<file path="src/rtl/o_feature_store.sv">
// o_feature_store: write-back engine. On a store command it reads a run of
// words from one local feature bank (1-cycle read latency), buffers them in a
// 2-entry FIFO and streams them onto the external bus with incrementing
// addresses. The completion pulse goes back to the control FSM.
//
// External handshake: o_wr_en is valid, i_wr_ready is ready. A word moves on
// every cycle where both are high; while o_wr_en is high and i_wr_ready is low,
// o_data and o_addr hold. Valid never depends on ready, so no combinational
// loop exists through the sink.
module o_feature_store #(
    parameter int DATA_BUS_WIDTH   = 128,
    parameter int LOCAL_ADDR_WIDTH = 8,
    parameter int EXT_ADDR_WIDTH   = 16,
    parameter int CNT_WIDTH        = 8
) (
    input  logic                        clk,
    input  logic                        rst,
    input  logic                        store_enable,
    input  logic [LOCAL_ADDR_WIDTH-1:0] src_addr,
    input  logic [EXT_ADDR_WIDTH-1:0]   dst_addr,
    input  logic [CNT_WIDTH-1:0]        store_counter,
    input  logic                        mem_sel,
    output logic                        mem_rd_en_0,
    output logic [LOCAL_ADDR_WIDTH-1:0] mem_rd_addr_0,
    input  logic [DATA_BUS_WIDTH-1:0]   mem_rd_data_0,
    output logic                        mem_rd_en_1,
    output logic [LOCAL_ADDR_WIDTH-1:0] mem_rd_addr_1,
    input  logic [DATA_BUS_WIDTH-1:0]   mem_rd_data_1,
    output logic [DATA_BUS_WIDTH-1:0]   o_data,
    output logic [EXT_ADDR_WIDTH-1:0]   o_addr,
    output logic                        o_wr_en,
    input  logic                        i_wr_ready,
    output logic                        busy,
    output logic                        done,
    output logic [1:0]                  o_state
);

    typedef enum logic [1:0] {
        S_IDLE = 2'd0,
        S_RUN  = 2'd1,
        S_FIN  = 2'd2
    } state_t;

    state_t                      r_state;
    state_t                      w_next_state;

    logic                        r_bank;
    logic [LOCAL_ADDR_WIDTH-1:0] r_rd_addr;
    logic [EXT_ADDR_WIDTH-1:0]   r_wr_addr;
    logic [CNT_WIDTH-1:0]        r_issue_left;
    logic [CNT_WIDTH-1:0]        r_xfer_left;
    logic                        r_inflight;

    logic [DATA_BUS_WIDTH-1:0]   r_fifo [0:1];
    logic                        r_head;
    logic                        r_tail;
    logic [1:0]                  r_count;

    logic                        w_pop;
    logic [2:0]                  w_occ_after;
    logic                        w_issue;
    logic                        w_last_xfer;
    logic [DATA_BUS_WIDTH-1:0]   w_rd_data;

    // The FIFO can only be non-empty in RUN, so a pop implies RUN.
    assign w_pop       = (r_count != 2'd0) && i_wr_ready;
    // Buffered plus in-flight words after this cycle's pop; a new read is
    // allowed only if its returning word still fits in the two entries.
    // Counting the same-cycle pop is what sustains one word per cycle.
    assign w_occ_after = {1'b0, r_count} + {2'b00, r_inflight} - {2'b00, w_pop};
    assign w_issue     = (r_state == S_RUN) && (r_issue_left != '0) &&
                         (w_occ_after < 3'd2);
    assign w_last_xfer = w_pop && (r_xfer_left == CNT_WIDTH'(1));
    assign w_rd_data   = r_bank ? mem_rd_data_1 : mem_rd_data_0;

    // Only the latched bank sees a read; the other bank's port stays at zero.
    assign mem_rd_en_0   = w_issue && !r_bank;
    assign mem_rd_en_1   = w_issue && r_bank;
    assign mem_rd_addr_0 = (w_issue && !r_bank) ? r_rd_addr : '0;
    assign mem_rd_addr_1 = (w_issue && r_bank)  ? r_rd_addr : '0;

    assign o_wr_en = (r_count != 2'd0);
    assign o_data  = r_fifo[r_head];
    assign o_addr  = r_wr_addr;
    assign busy    = (r_state == S_RUN);
    assign done    = (r_state == S_FIN);
    assign o_state = r_state;

    // State register.
    always_ff @(posedge clk or negedge rst) begin
        if (!rst) begin
            r_state <= S_IDLE;
        end else begin
            r_state <= w_next_state;
        end
    end

    // Next state: start on a command, finish on the last bus transfer.
    always_comb begin
        w_next_state = r_state;
        case (r_state)
            S_IDLE: begin
                if (store_enable) begin
                    w_next_state = (store_counter == '0) ? S_FIN : S_RUN;
                end
            end
            S_RUN: begin
                if (w_last_xfer) begin
                    w_next_state = S_FIN;
                end
            end
            S_FIN:   w_next_state = S_IDLE;
            default: w_next_state = S_IDLE;
        endcase
    end

    // Command latch plus read-side and write-side address/count tracking.
    always_ff @(posedge clk or negedge rst) begin
        if (!rst) begin
            r_bank       <= 1'b0;
            r_rd_addr    <= '0;
            r_wr_addr    <= '0;
            r_issue_left <= '0;
            r_xfer_left  <= '0;
            r_inflight   <= 1'b0;
        end else begin
            r_inflight <= w_issue;
            if ((r_state == S_IDLE) && store_enable) begin
                r_bank       <= mem_sel;
                r_rd_addr    <= src_addr;
                r_wr_addr    <= dst_addr;
                r_issue_left <= store_counter;
                r_xfer_left  <= store_counter;
            end else begin
                if (w_issue) begin
                    r_rd_addr    <= r_rd_addr + LOCAL_ADDR_WIDTH'(1);
                    r_issue_left <= r_issue_left - CNT_WIDTH'(1);
                end
                if (w_pop) begin
                    r_wr_addr   <= r_wr_addr + EXT_ADDR_WIDTH'(1);
                    r_xfer_left <= r_xfer_left - CNT_WIDTH'(1);
                end
            end
        end
    end

    // 2-entry FIFO: capture read data the cycle after rd_en, pop on transfer.
    always_ff @(posedge clk or negedge rst) begin
        if (!rst) begin
            r_fifo[0] <= '0;
            r_fifo[1] <= '0;
            r_head    <= 1'b0;
            r_tail    <= 1'b0;
            r_count   <= 2'd0;
        end else begin
            if (r_inflight) begin
                r_fifo[r_tail] <= w_rd_data;
                r_tail         <= ~r_tail;
            end
            if (w_pop) begin
                r_head <= ~r_head;
            end
            case ({r_inflight, w_pop})
                2'b10:   r_count <= r_count + 2'd1;
                2'b01:   r_count <= r_count - 2'd1;
                default: r_count <= r_count;
            endcase
        end
    end

endmodule
</file>
<file path="config.mk">
export PLATFORM = sky130hd
export DESIGN_NAME = o_feature_store
export DESIGN_NICKNAME = d
export VERILOG_FILES = /design/src/rtl/o_feature_store.sv
export SDC_FILE = /design/constraint.sdc
export NUM_CORES = 1
export LEC_CHECK = 0
export CAP_MARGIN = 20
export CORE_MARGIN = 3
export CORE_UTILIZATION = 30
export CTS_BUF_LIST = sky130_fd_sc_hd__clkbuf_4
export DETAILED_ROUTE_END_ITERATION = 12
export DONT_BUFFER_PORTS = 1
export SYNTH_ARGS = -nofsm -noshare
export SYNTH_HDL_FRONTEND = slang
export SYNTH_SLANG_ARGS = --single-unit
</file>
<file path="constraint.sdc">
create_clock -name clk -period 3.6 [get_ports clk]
set_input_delay 0.54 -clock clk [delete_from_list [all_inputs] [get_ports clk]]
set_output_delay 0.54 -clock clk [all_outputs]
set_load 0.005 [all_outputs]
</file>
==> flow_metrics.env <==
export IMPL_status="finished, violations left"
export IMPL_violations="hold timing"
export IMPL_ff2ff_setup_slack_ns=0.92
export IMPL_drt_initial_drc_count=565
export IMPL_swShare=0.3801
export IMPL_vdd_drop_max_mv=0.7303
export IMPL_cts_buffer_depth=3
export IMPL_ys_seq_elements=304
export IMPL_p_per_area_nw_per_um2=869.3
export IMPL_drv_cap=0
export IMPL_hold_ws_ns=-0.5609
export IMPL_finalSetupTns_ns=0
export IMPL_overflow=0
export IMPL_cp_arrival_ns=3.03
export IMPL_endpoint_kind="primary output"
export IMPL_cts_root_buf="clkbuf_4"
export IMPL_crit_chain="o21ai_2 -> inv_2 -> ha_4 -> nand2b_4 -> fa_2 -> and3_4 -> nand2_8 -> nor2_4 -> buf_6 -> and2_4"
export IMPL_finalSetupViolCount=0
export IMPL_synth_edf_count=0
export IMPL_grt_max_degree=305
export IMPL_fin_crit_sh=0.9917
export IMPL_path_clk_slew_ns=0.07
export IMPL_syn_inst=1412
export IMPL_layout_cells_non_filler=2389
export IMPL_ios=460
export IMPL_pwr_share_clk=0.196
export IMPL_finalHoldViolations=304
export IMPL_r2r_end="r_rd_addr[5]$_DFFE_PN0P_"
export IMPL_fin_nets=2016
export IMPL_syn_num_nets=1714
export IMPL_antenna_found_initial=3
export IMPL_die_area_sq_um=50990
export IMPL_ys_warn_count=0
export IMPL_final_common_cell="dfrtp_1"
export IMPL_rows=79
export IMPL_drv_slew=0
export IMPL_die_h_um=225.8
export IMPL_tritoncts="yes"
export IMPL_routed_wl_um=41420
export IMPL_grt_pass1_wl_um=64210
export IMPL_worst_slack_ns=0.02999
export IMPL_dieWidth_um=225.8
export IMPL_layout_min_cycle_time_ns=3.570
export IMPL_synth_top_flop_cell="dfrtp_1"
export IMPL_dpl_hpwl_um=25500
export IMPL_clk_latency_ns=0.80
export IMPL_holdCritPathClass="in -> async"
export IMPL_numClockSinks=304
export IMPL_first_global_vias=12151
export IMPL_wl_per_cell_um=17.34
export IMPL_fp_coreArea_sq_um=47150
export IMPL_leakage_uw=0.008102
export IMPL_numCtsBuffers=85
export IMPL_start_util=0.3074
export IMPL_crit_path_start_kind="register"
export IMPL_hold_buffers=289
export IMPL_firstDrtPassIters=4
export IMPL_max_stage_delay_ns=0.53
export IMPL_cp_required_ns=3.06
export IMPL_regToRegStartpoint="r_count[1]$_DFFE_PN0P_"
export IMPL_seq_power_share=0.362
export IMPL_drc=0
export IMPL_synth_area_sq_um=14490
export IMPL_p_sw_uw=6359
export IMPL_maxSlewHeadroom=0.4027
export IMPL_ys_seq_area_frac=0.5249
export IMPL_cp_max_fo=5
export IMPL_critPathSlowestCell="fa_2"
export IMPL_nFillCells=4400
export IMPL_combPwrFrac=0.442
export IMPL_syn2layout_area_growth_pct=32.78
export IMPL_cts_max_level=3
export IMPL_postSynthAreaPerCell_sq_um=10.26
export IMPL_rsz0062_at_grt="true"
export IMPL_netlist_cell_type_count=53
export IMPL_worst_slew_pin_slew_ns=0.8959
export IMPL_clock_skew_ns=0.05174
export IMPL_worstSetupPathType="reg -> out"
export IMPL_async_flop_share=1.000
export IMPL_vias_per_cell=4.884
export IMPL_vias=11669
export IMPL_p_int_uw=10370
export IMPL_track_usage=0.1578
export IMPL_rr_worst_depth=12
export IMPL_portBuffers=0
export IMPL_multi_input_comb_area_sq_um=6520
export IMPL_postRouteAntennaNets=0
export IMPL_total_power_uw=16730
export IMPL_seq_area_sq_um=7615
export IMPL_dp_slack_ns=0.1814
export IMPL_layout_common_cells="302 x dfrtp_1, 289 x dlygate4sd3_1, 171 x nand2_1"
export IMPL_placed_cells=1939
export IMPL_gp_congestion=0.8001
export IMPL_max_freq_ghz=0.2801
export IMPL_drive_gt1_frac=0.1767
stage by stage:
stage                     hold WS, ns  utilization  cell area, sq um
after global routing          -0.6955       0.4082             19240
after CTS                     -0.7011       0.4072             19200
after global placement         0.2532       0.3201             15090
after detailed placement       0.2534       0.3201             15090
final                         -0.5609       0.4082             19240
after floorplan                0.2444            -             14490
critical path, delay by kind of cell (launching register included):
kind	cells	cell delay, ns
flip-flops	1	0.39
buffers and inverters	2	0.22
AND/OR/NAND/NOR	5	0.70
adder cells (fa/ha/maj)	2	0.74
AO/OA/AOI/OAI	1	0.18
state kept, by name, summed over array words and instances (netlist names):
signal	cells
r_issue_left	8
o_state	2
r_head	1
o_addr	16
r_xfer_left	8
r_inflight	1
r_count	2
r_bank	1
r_fifo	256
r_rd_addr	8
r_tail	1
repair_timing:
action	in CTS	in global routing
setup endpoints to repair	18	18
resized for setup	16	4
buffers inserted	4	2
pin swaps	6	5
hold endpoints to repair	602	304
final cells by class:
| class | instances | share of cell area |
|---|---|---|
| sequential | 304 | 0.3957 |
| clock buffer | 126 | 0.04915 |
| timing repair buffer | 314 | 0.1648 |
| inverter | 11 | 0.002146 |
| antenna | 5 | 0.0006502 |
| multi-input combinational | 998 | 0.3388 |
| clock inverter | 24 | 0.009297 |
| tap | 607 | 0.03946 |
worst max-delay path by stage:
| stage | startpoint | end | slack (ns) | cells past startpoint |
|---|---|---|---|---|
| 2_1_floorplan | r_count[0]$_DFFE_PN0P_ | mem_rd_addr_1[0] | 0.27 | 13 |
| 3_3_place_gp | i_wr_ready | mem_rd_addr_0[4] | 0.19 | 11 |
| 3_5_place_dp | i_wr_ready | mem_rd_addr_0[2] | 0.18 | 11 |
| 4_1_cts | r_count[0]$_DFFE_PN0P_ | mem_rd_addr_0[2] | -0.23 | 11 |
| 5_1_grt | r_count[1]$_DFFE_PN0P_ | mem_rd_addr_0[2] | -0.18 | 10 |
| 6_report | r_count[1]$_DFFE_PN0P_ | mem_rd_addr_0[2] | 0.03 | 10 |
kinds of logic (layout without fill, tap and decap cells):
logic type	after synthesis	count (layout)	share of synthesized area
compound gates	310	310	0.1126
xor+xnor	31	31	0.01873
fa+ha+maj	9	9	0.008288
buf+inv	110	475	0.03116
flops	304	304	0.5249
mux	256	256	0.1878
other cells	0	5	0
simple gates	392	392	0.1165
power groups by stage:
stage	clock (uW)	sequential, uW	combinational [uW]
4_1_cts	3420	6040	7360
3_3_place_gp	0	5990	6280
2_1_floorplan	0	5780	5020
6_report	3280	6060	7390
5_1_grt	3610	6260	8130
3_5_place_dp	0	6090	6470
synthesized netlist by cell type, types with 2 or more instances:
| cell type | instances | area, sq um |
|---|---|---|
| nand4_1 | 7 | 43.79 |
| ha_1 | 8 | 100.1 |
| nand2_1 | 171 | 641.9 |
| mux2i_1 | 128 | 1281 |
| and4_1 | 3 | 26.28 |
| xnor2_1 | 13 | 113.9 |
| nor3_1 | 6 | 30.03 |
| or3_1 | 2 | 12.51 |
| a221o_1 | 3 | 30.03 |
| clkbuf_1 | 66 | 247.7 |
| buf_2 | 22 | 110.1 |
| mux2_2 | 128 | 1441 |
| a21o_1 | 2 | 15.01 |
| or4_1 | 3 | 22.52 |
| nor4_1 | 4 | 25.02 |
| o21bai_1 | 2 | 15.01 |
| o21ai_0 | 153 | 765.7 |
| and3_1 | 5 | 31.28 |
| nor2_1 | 146 | 548.0 |
| a21oi_1 | 135 | 675.7 |
| o211ai_1 | 4 | 30.03 |
| inv_1 | 10 | 37.54 |
| xor2_1 | 18 | 157.7 |
| dfrtp_1 | 304 | 7607 |
| or2_2 | 2 | 12.51 |
| buf_1 | 9 | 33.78 |
| nand3_1 | 14 | 70.07 |
| nand2b_1 | 3 | 18.77 |
| and2_1 | 17 | 106.4 |
per-layer routing:
metal | routed length, um | track usage | vias up
met2 | 20760 | 0.2712 | 410
met3 | 3303 | 0.05862 | 80
met5 | 0 | 0 | -
li1 | - | - | 5532
met4 | 1095 | 0.06191 | 0
met1 | 16260 | 0.1780 | 5647
Power figures use the tool's default switching activity.
